$ cat src/rtl/mem_wb_pipe_if.sv
// Handshake bundle between the memory stage, the mem_wb_pipe register and the write-back port.
// The bench or upstream logic takes the master side; the pipeline register takes the slave side.
interface mem_wb_pipe_if #(
  parameter int DATA_W     = 8,
  parameter int LANES      = 2,
  parameter int INSTR_W    = 32,
  parameter int WEN_W      = 2,
  parameter int ADDR_W     = 14,
  parameter int HIST_DEPTH = 1
) ();
  logic                             in_valid;
  logic                             in_ready;
  logic [LANES*DATA_W-1:0]          data_in;
  logic [INSTR_W-1:0]               instruction_in;
  logic [WEN_W-1:0]                 reg_file_wen_in;
  logic [ADDR_W-1:0]                ret_addr_in;
  logic                             out_valid;
  logic                             out_ready;
  logic [LANES*DATA_W-1:0]          data_out;
  logic [INSTR_W-1:0]               instruction_out;
  logic [WEN_W-1:0]                 reg_file_wen_out;
  logic [ADDR_W-1:0]                ret_addr_out;
  logic [HIST_DEPTH*LANES*DATA_W-1:0] data_hist;

  modport master (
    output in_valid, data_in, instruction_in, reg_file_wen_in, ret_addr_in, out_ready,
    input  in_ready, out_valid, data_out, instruction_out, reg_file_wen_out, ret_addr_out,
           data_hist
  );

  modport slave (
    input  in_valid, data_in, instruction_in, reg_file_wen_in, ret_addr_in, out_ready,
    output in_ready, out_valid, data_out, instruction_out, reg_file_wen_out, ret_addr_out,
           data_hist
  );
endinterface

$ cat src/rtl/mem_wb_pipe.sv
// Memory/write-back stage register: ready/valid with a two-entry skid buffer, flush and commit history.
// Define MEM_WB_PIPE_HIST_EN to build the committed-data history; otherwise data_hist reads 0.
module mem_wb_pipe #(
  parameter int DATA_W     = 8,
  parameter int LANES      = 2,
  parameter int INSTR_W    = 32,
  parameter int WEN_W      = 2,
  parameter int ADDR_W     = 14,
  parameter int HIST_DEPTH = 1
) (
  input  logic         clock,
  input  logic         nreset,
  input  logic         flush,
  mem_wb_pipe_if.slave bus
);
  localparam int DW = LANES * DATA_W;

  typedef enum logic [1:0] {
    EMPTY = 2'd0,
    FULL  = 2'd1,
    SKID  = 2'd2
  } state_t;

  state_t              state_q, state_d;
  logic [DW-1:0]       main_data_q, main_data_d, skid_data_q, skid_data_d;
  logic [INSTR_W-1:0]  main_instr_q, main_instr_d, skid_instr_q, skid_instr_d;
  logic [WEN_W-1:0]    main_wen_q, main_wen_d, skid_wen_q, skid_wen_d;
  logic [ADDR_W-1:0]   main_ret_q, main_ret_d, skid_ret_q, skid_ret_d;

  logic in_fire, out_fire;
  logic main_from_in, main_from_skid, skid_load;

  // in_ready is a pure decode of the state register, never of out_ready.
  assign bus.in_ready  = (state_q != SKID);
  assign bus.out_valid = (state_q != EMPTY);
  assign in_fire       = bus.in_valid & bus.in_ready & ~flush;
  assign out_fire      = bus.out_valid & bus.out_ready;

  always_comb begin
    state_d        = state_q;
    main_from_in   = 1'b0;
    main_from_skid = 1'b0;
    skid_load      = 1'b0;
    unique case (state_q)
      EMPTY: begin
        if (in_fire) begin
          state_d      = FULL;
          main_from_in = 1'b1;
        end
      end
      FULL: begin
        if (in_fire && out_fire) begin
          main_from_in = 1'b1;
        end else if (in_fire) begin
          state_d   = SKID;
          skid_load = 1'b1;
        end else if (out_fire) begin
          state_d = EMPTY;
        end
      end
      SKID: begin
        if (out_fire) begin
          state_d        = FULL;
          main_from_skid = 1'b1;
        end
      end
      default: state_d = EMPTY;
    endcase
    // in_fire is already masked by flush, so only the skid refill needs cancelling here.
    if (flush) begin
      state_d        = EMPTY;
      main_from_skid = 1'b0;
    end
  end

  always_comb begin
    main_data_d  = main_data_q;
    main_instr_d = main_instr_q;
    main_wen_d   = main_wen_q;
    main_ret_d   = main_ret_q;
    skid_data_d  = skid_data_q;
    skid_instr_d = skid_instr_q;
    skid_wen_d   = skid_wen_q;
    skid_ret_d   = skid_ret_q;
    if (main_from_in) begin
      main_data_d  = bus.data_in;
      main_instr_d = bus.instruction_in;
      main_wen_d   = bus.reg_file_wen_in;
      main_ret_d   = bus.ret_addr_in;
    end else if (main_from_skid) begin
      main_data_d  = skid_data_q;
      main_instr_d = skid_instr_q;
      main_wen_d   = skid_wen_q;
      main_ret_d   = skid_ret_q;
    end
    if (skid_load) begin
      skid_data_d  = bus.data_in;
      skid_instr_d = bus.instruction_in;
      skid_wen_d   = bus.reg_file_wen_in;
      skid_ret_d   = bus.ret_addr_in;
    end
    // Only the enables must be scrubbed on flush; stale data is harmless once wen is 0.
    if (flush) begin
      main_wen_d = '0;
      skid_wen_d = '0;
    end
  end

  always_ff @(posedge clock or negedge nreset) begin
    if (!nreset) begin
      state_q      <= EMPTY;
      main_data_q  <= '0;
      main_instr_q <= '0;
      main_wen_q   <= '0;
      main_ret_q   <= '0;
      skid_data_q  <= '0;
      skid_instr_q <= '0;
      skid_wen_q   <= '0;
      skid_ret_q   <= '0;
    end else begin
      state_q      <= state_d;
      main_data_q  <= main_data_d;
      main_instr_q <= main_instr_d;
      main_wen_q   <= main_wen_d;
      main_ret_q   <= main_ret_d;
      skid_data_q  <= skid_data_d;
      skid_instr_q <= skid_instr_d;
      skid_wen_q   <= skid_wen_d;
      skid_ret_q   <= skid_ret_d;
    end
  end

  assign bus.data_out         = main_data_q;
  assign bus.instruction_out  = main_instr_q;
  assign bus.reg_file_wen_out = main_wen_q & {WEN_W{bus.out_valid}};
  assign bus.ret_addr_out     = main_ret_q;

`ifdef MEM_WB_PIPE_HIST_EN
  logic [HIST_DEPTH-1:0][DW-1:0] hist_q, hist_d;

  // A commit in a flush cycle still counts, so history keys only on out_fire.
  always_comb begin
    hist_d = hist_q;
    if (out_fire) begin
      hist_d[0] = main_data_q;
      for (int k = 1; k < HIST_DEPTH; k++) begin
        hist_d[k] = hist_q[k-1];
      end
    end
  end

  always_ff @(posedge clock or negedge nreset) begin
    if (!nreset) begin
      hist_q <= '0;
    end else begin
      hist_q <= hist_d;
    end
  end

  assign bus.data_hist = hist_q;
`else
  assign bus.data_hist = '0;
`endif

endmodule
$ cat src/flat_wrapper.sv
// flat-port wrapper written by rule: the top's interface ports become plain ports
module mem_wb_pipe_flat 
#(
  parameter int DATA_W     = 8,
  parameter int LANES      = 2,
  parameter int INSTR_W    = 32,
  parameter int WEN_W      = 2,
  parameter int ADDR_W     = 14,
  parameter int HIST_DEPTH = 1
)
  (clock, nreset, flush, bus_in_valid, bus_data_in, bus_instruction_in, bus_reg_file_wen_in, bus_ret_addr_in, bus_out_ready, bus_in_ready, bus_out_valid, bus_data_out, bus_instruction_out, bus_reg_file_wen_out, bus_ret_addr_out, bus_data_hist);
  mem_wb_pipe_if #(.DATA_W(DATA_W), .LANES(LANES), .INSTR_W(INSTR_W), .WEN_W(WEN_W), .ADDR_W(ADDR_W), .HIST_DEPTH(HIST_DEPTH)) bus_i ();
  input  logic clock;
  input  logic nreset;
  input  logic flush;
  input wire logic [$bits(bus_i.in_valid)-1:0] bus_in_valid;
  input wire logic [$bits(bus_i.data_in)-1:0] bus_data_in;
  input wire logic [$bits(bus_i.instruction_in)-1:0] bus_instruction_in;
  input wire logic [$bits(bus_i.reg_file_wen_in)-1:0] bus_reg_file_wen_in;
  input wire logic [$bits(bus_i.ret_addr_in)-1:0] bus_ret_addr_in;
  input wire logic [$bits(bus_i.out_ready)-1:0] bus_out_ready;
  output wire logic [$bits(bus_i.in_ready)-1:0] bus_in_ready;
  output wire logic [$bits(bus_i.out_valid)-1:0] bus_out_valid;
  output wire logic [$bits(bus_i.data_out)-1:0] bus_data_out;
  output wire logic [$bits(bus_i.instruction_out)-1:0] bus_instruction_out;
  output wire logic [$bits(bus_i.reg_file_wen_out)-1:0] bus_reg_file_wen_out;
  output wire logic [$bits(bus_i.ret_addr_out)-1:0] bus_ret_addr_out;
  output wire logic [$bits(bus_i.data_hist)-1:0] bus_data_hist;
  assign bus_i.in_valid = bus_in_valid;
  assign bus_i.data_in = bus_data_in;
  assign bus_i.instruction_in = bus_instruction_in;
  assign bus_i.reg_file_wen_in = bus_reg_file_wen_in;
  assign bus_i.ret_addr_in = bus_ret_addr_in;
  assign bus_i.out_ready = bus_out_ready;
  assign bus_in_ready = bus_i.in_ready;
  assign bus_out_valid = bus_i.out_valid;
  assign bus_data_out = bus_i.data_out;
  assign bus_instruction_out = bus_i.instruction_out;
  assign bus_reg_file_wen_out = bus_i.reg_file_wen_out;
  assign bus_ret_addr_out = bus_i.ret_addr_out;
  assign bus_data_hist = bus_i.data_hist;
  mem_wb_pipe #(.DATA_W(DATA_W), .LANES(LANES), .INSTR_W(INSTR_W), .WEN_W(WEN_W), .ADDR_W(ADDR_W), .HIST_DEPTH(HIST_DEPTH)) u_core (.clock(clock), .nreset(nreset), .flush(flush), .bus(bus_i));
endmodule
$ cat config.mk
export PLATFORM = sky130hd
export DESIGN_NAME = mem_wb_pipe_flat
export DESIGN_NICKNAME = d
export VERILOG_FILES = /design/src/rtl/mem_wb_pipe_if.sv /design/src/rtl/mem_wb_pipe.sv /design/src/flat_wrapper.sv
export SDC_FILE = /design/constraint.sdc
export NUM_CORES = 1
export LEC_CHECK = 0
export CORE_UTILIZATION = 45
export CTS_CLUSTER_DIAMETER = 30
export DETAILED_ROUTE_END_ITERATION = 10
export GPL_TIMING_DRIVEN = 0
export PLACE_DENSITY = 0.72
export SYNTH_ARGS = -nofsm -noshare
export SYNTH_HDL_FRONTEND = slang
export SYNTH_SLANG_ARGS = --single-unit
$ cat constraint.sdc
create_clock -name clock -period 4.3 [get_ports clock]
set_input_delay 0.86 -clock clock [delete_from_list [all_inputs] [get_ports clock]]
set_output_delay 0.86 -clock clock [all_outputs]
set_load 0.02 [all_outputs]
==> impl_metrics.py <==
metrics = {
    "sta": {
        "relSlewSlack_pct": 65.0,
        "rsz0062_at_grt": "no",
        "min_period_over_period_pct": 64.2,
        "setup_slack_ns": 1.54,
        "fmax_ghz": 0.362,
        "worst_pin_slew_ns": 0.525,
        "final-setup-viol-count": 0,
        "maxSlewViolCount": 0,
        "fin_crit_ns": 2.76,
        "setup-tns-final_ns": 0,
        "skew_ns": 0.00779,
        "hold_violations": 0,
    },
    "floorplan": {
        "die_w_microns": 114,
        "core-area_sq_um": 12200,
        "pin_count": 151,
        "start_util_pct": 46.8,
        "die_h_microns": 114,
        "die_area_sq_um": 13100,
        "rows": 40,
    },
    "cts": {
        "cts-htree-levels": 4,
        "hold_buffers": 0,
        "clock_latency_ns": 0.41,
        "cts_buffers": 17,
        "cts_sinks": 130,
        "root_buffer": "clkbuf_16",
        "clockBufferDepth": 2,
        "cts_tree": "yes",
        "path_clk_slew_ns": 0.05,
        "cts-resized-gates": 0,
        "post-cts-setup-buffers": 0,
    },
    "final_layout": {
        "multi_input_comb_area_sq_um": 2180,
        "stdcell_area_sq_um": 7900,
        "fin_nets": 632,
        "regArea_sq_um": 3250,
        "utilization_pct": 65.0,
        "syn2layout_area_growth_pct": 38.8,
        "layout-drive-gt1-share_pct": 23.3,
        "num-fill-cells": 928,
        "diodes": 0,
    },
    "synth": {
        "netlist.area_leader.share_pct": 57.2,
        "ys_ff_latch": 130,
        "synth.yosys.warnings": 0,
        "ys_top_cells_by_area": "dfrtp_1 (57%), mux2_4 (16%), a221o_1 (11%)",
        "synth_edf_count": 0,
        "synthFlopType": "dfrtp_1",
        "ys_async_sr_fraction_pct": 100,
        "synthesis.area_sq_um": 5690,
        "netlist_instances": 394,
        "ys_seq_area_share_pct": 57.2,
        "synth_top_area_cell": "dfrtp_1",
        "ys_types": 25,
        "avgSynthCellArea_sq_um": 14.4,
    },
    "worst_setup_path": {
        "path_max_fanout": 7,
        "r2r_cells": 5,
        "worst-setup-path-type": "reg2out",
        "cp.required_ns": 3.44,
        "worst_setup_path_end_kind": "output port",
        "cp.arrival_ns": 1.90,
        "startpoint_type": "flop",
    },
    "status": {
        "status": "finished clean",
    },
    "global_routing": {
        "grt_pass1_wl_microns": 22200,
        "antenna_found_initial": 0,
        "grt.total_usage_pct": 22.6,
        "grt.overflow.total": 0,
        "grt_max_degree": 104,
        "grt_pass1_vias": 4217,
    },
    "pwr": {
        "vdd_drop_max_uv": 263,
        "p_leak_uw": 0.00389,
        "power_density_nw_per_um2": 494,
    },
    "routing": {
        "wl_per_cell_microns": 18.9,
        "finalWirelength_microns": 14000,
        "first_pass_iters": 4,
        "avgViaCountPerCell": 5.35,
        "ant_nets": 0,
        "vias": 3977,
        "initialDrtViolationCount": 276,
        "drc": 0,
    },
    "placed_design": {
        "portBuffers": 134,
        "hpwlAfterDp_microns": 9440,
        "gp_congestion": 0.769,
        "place_ws_ns": 1.39,
        "place_area_sq_um": 7330,
    },
    "worst_hold_path": {
        "min_path_type": "in2async",
    },
    "job": {
        "drv_cap": 0,
    },
}
[kinds of logic after synthesis]
family          share of synthesized area, %
compound gates                          11.9
other cells                           0.0659
mux                                     16.6
simple gates                            8.77
buf+inv                                 5.47
flops                                   57.2
[where the power goes]
part / internal [uW] / switching, uW / leakage (uW)
Sequential: 1490 / 164 / 0.00161
Combinational: 533 / 342 / 0.00199
Clock: 886 / 495 / 0.000284
Total: 2900 / 1000 / 0.00389
[final timing paths]
kind,from,to,slack [ns]
hold reg to reg,u_core.skid_wen_q[1],u_core.main_wen_q[1],0.50
setup reg to reg,u_core.state_q[0],u_core.bus.ret_addr_out[6],2.42
min in group clock,u_core.skid_wen_q[1],u_core.main_wen_q[1],0.50
setup / recovery,u_core.state_q[1],bus_reg_file_wen_out[0],1.54
max in group asynchronous,nreset,u_core.skid_ret_q[3],3.19
hold / removal,nreset,u_core.skid_instr_q[4],0.32
[per-stage QoR]
step / hold slack, ns / total power [uW] / std cells
after detailed placement: 0.474 / 2540 / 712
after CTS: 0.301 / 3940 / 744
after global placement: 0.462 / 2500 / 711
after global routing: 0.318 / 4070 / 744
final: 0.316 / 3910 / 744
after floorplan: 0.449 / 2140 / 409
[final cells by class]
class                      instances  area share (%)
buffer                            50            3.94
clock buffer                      28            6.67
clock inverter                     4           0.570
multi-input combinational        229            27.6
sequential                       130            41.2
tap                              168            2.66
timing repair buffer             135            17.3
[placed cells by master, fill, tap and decap left out, types with 15 or more instances in the layout]
master / n
and3_1: 62
clkbuf_1: 18
dfrtp_1: 130
buf_2: 15
clkbuf_16: 17
clkdlybuf4s50_1: 133
mux2_4: 60
a221o_1: 62
conb_1: 16
buf_4: 16
[worst max-delay path: stages, from the launching register on]
cell and delay, ns:
dfrtp_1 0.44, or2_2 0.34, and2_1 0.17, clkdlybuf4s50_1 0.53
[state kept, by name, summed over array words and instances (netlist names)]
signal / cells
u_core.bus.ret_addr_out: 14
u_core.bus.instruction_out: 32
u_core.bus.data_out: 16
u_core.skid_instr_q: 32
u_core.state_q: 2
u_core.skid_data_q: 16
u_core.skid_ret_q: 14
u_core.skid_wen_q: 2
u_core.main_wen_q: 2
[layer usage]
metal	share of wire [%]	global-route usage (%)
met1	45	28.9
met2	51	37.3
met3	3.7	5.03
met4	1.2	9.18
met5	0	0
[Yosys cell counts (all sizes together) (2+ instances only)]
cell,n
a32oi,2
nand3b,2
and2,2
nor2b,3
nand2b,2
and3,62
clkbuf,13
a221o,62
buf,37
o21ai,2
mux2,64
dfrtp,130
nand2,4
No activity file was read; power rests on OpenSTA's default activity.
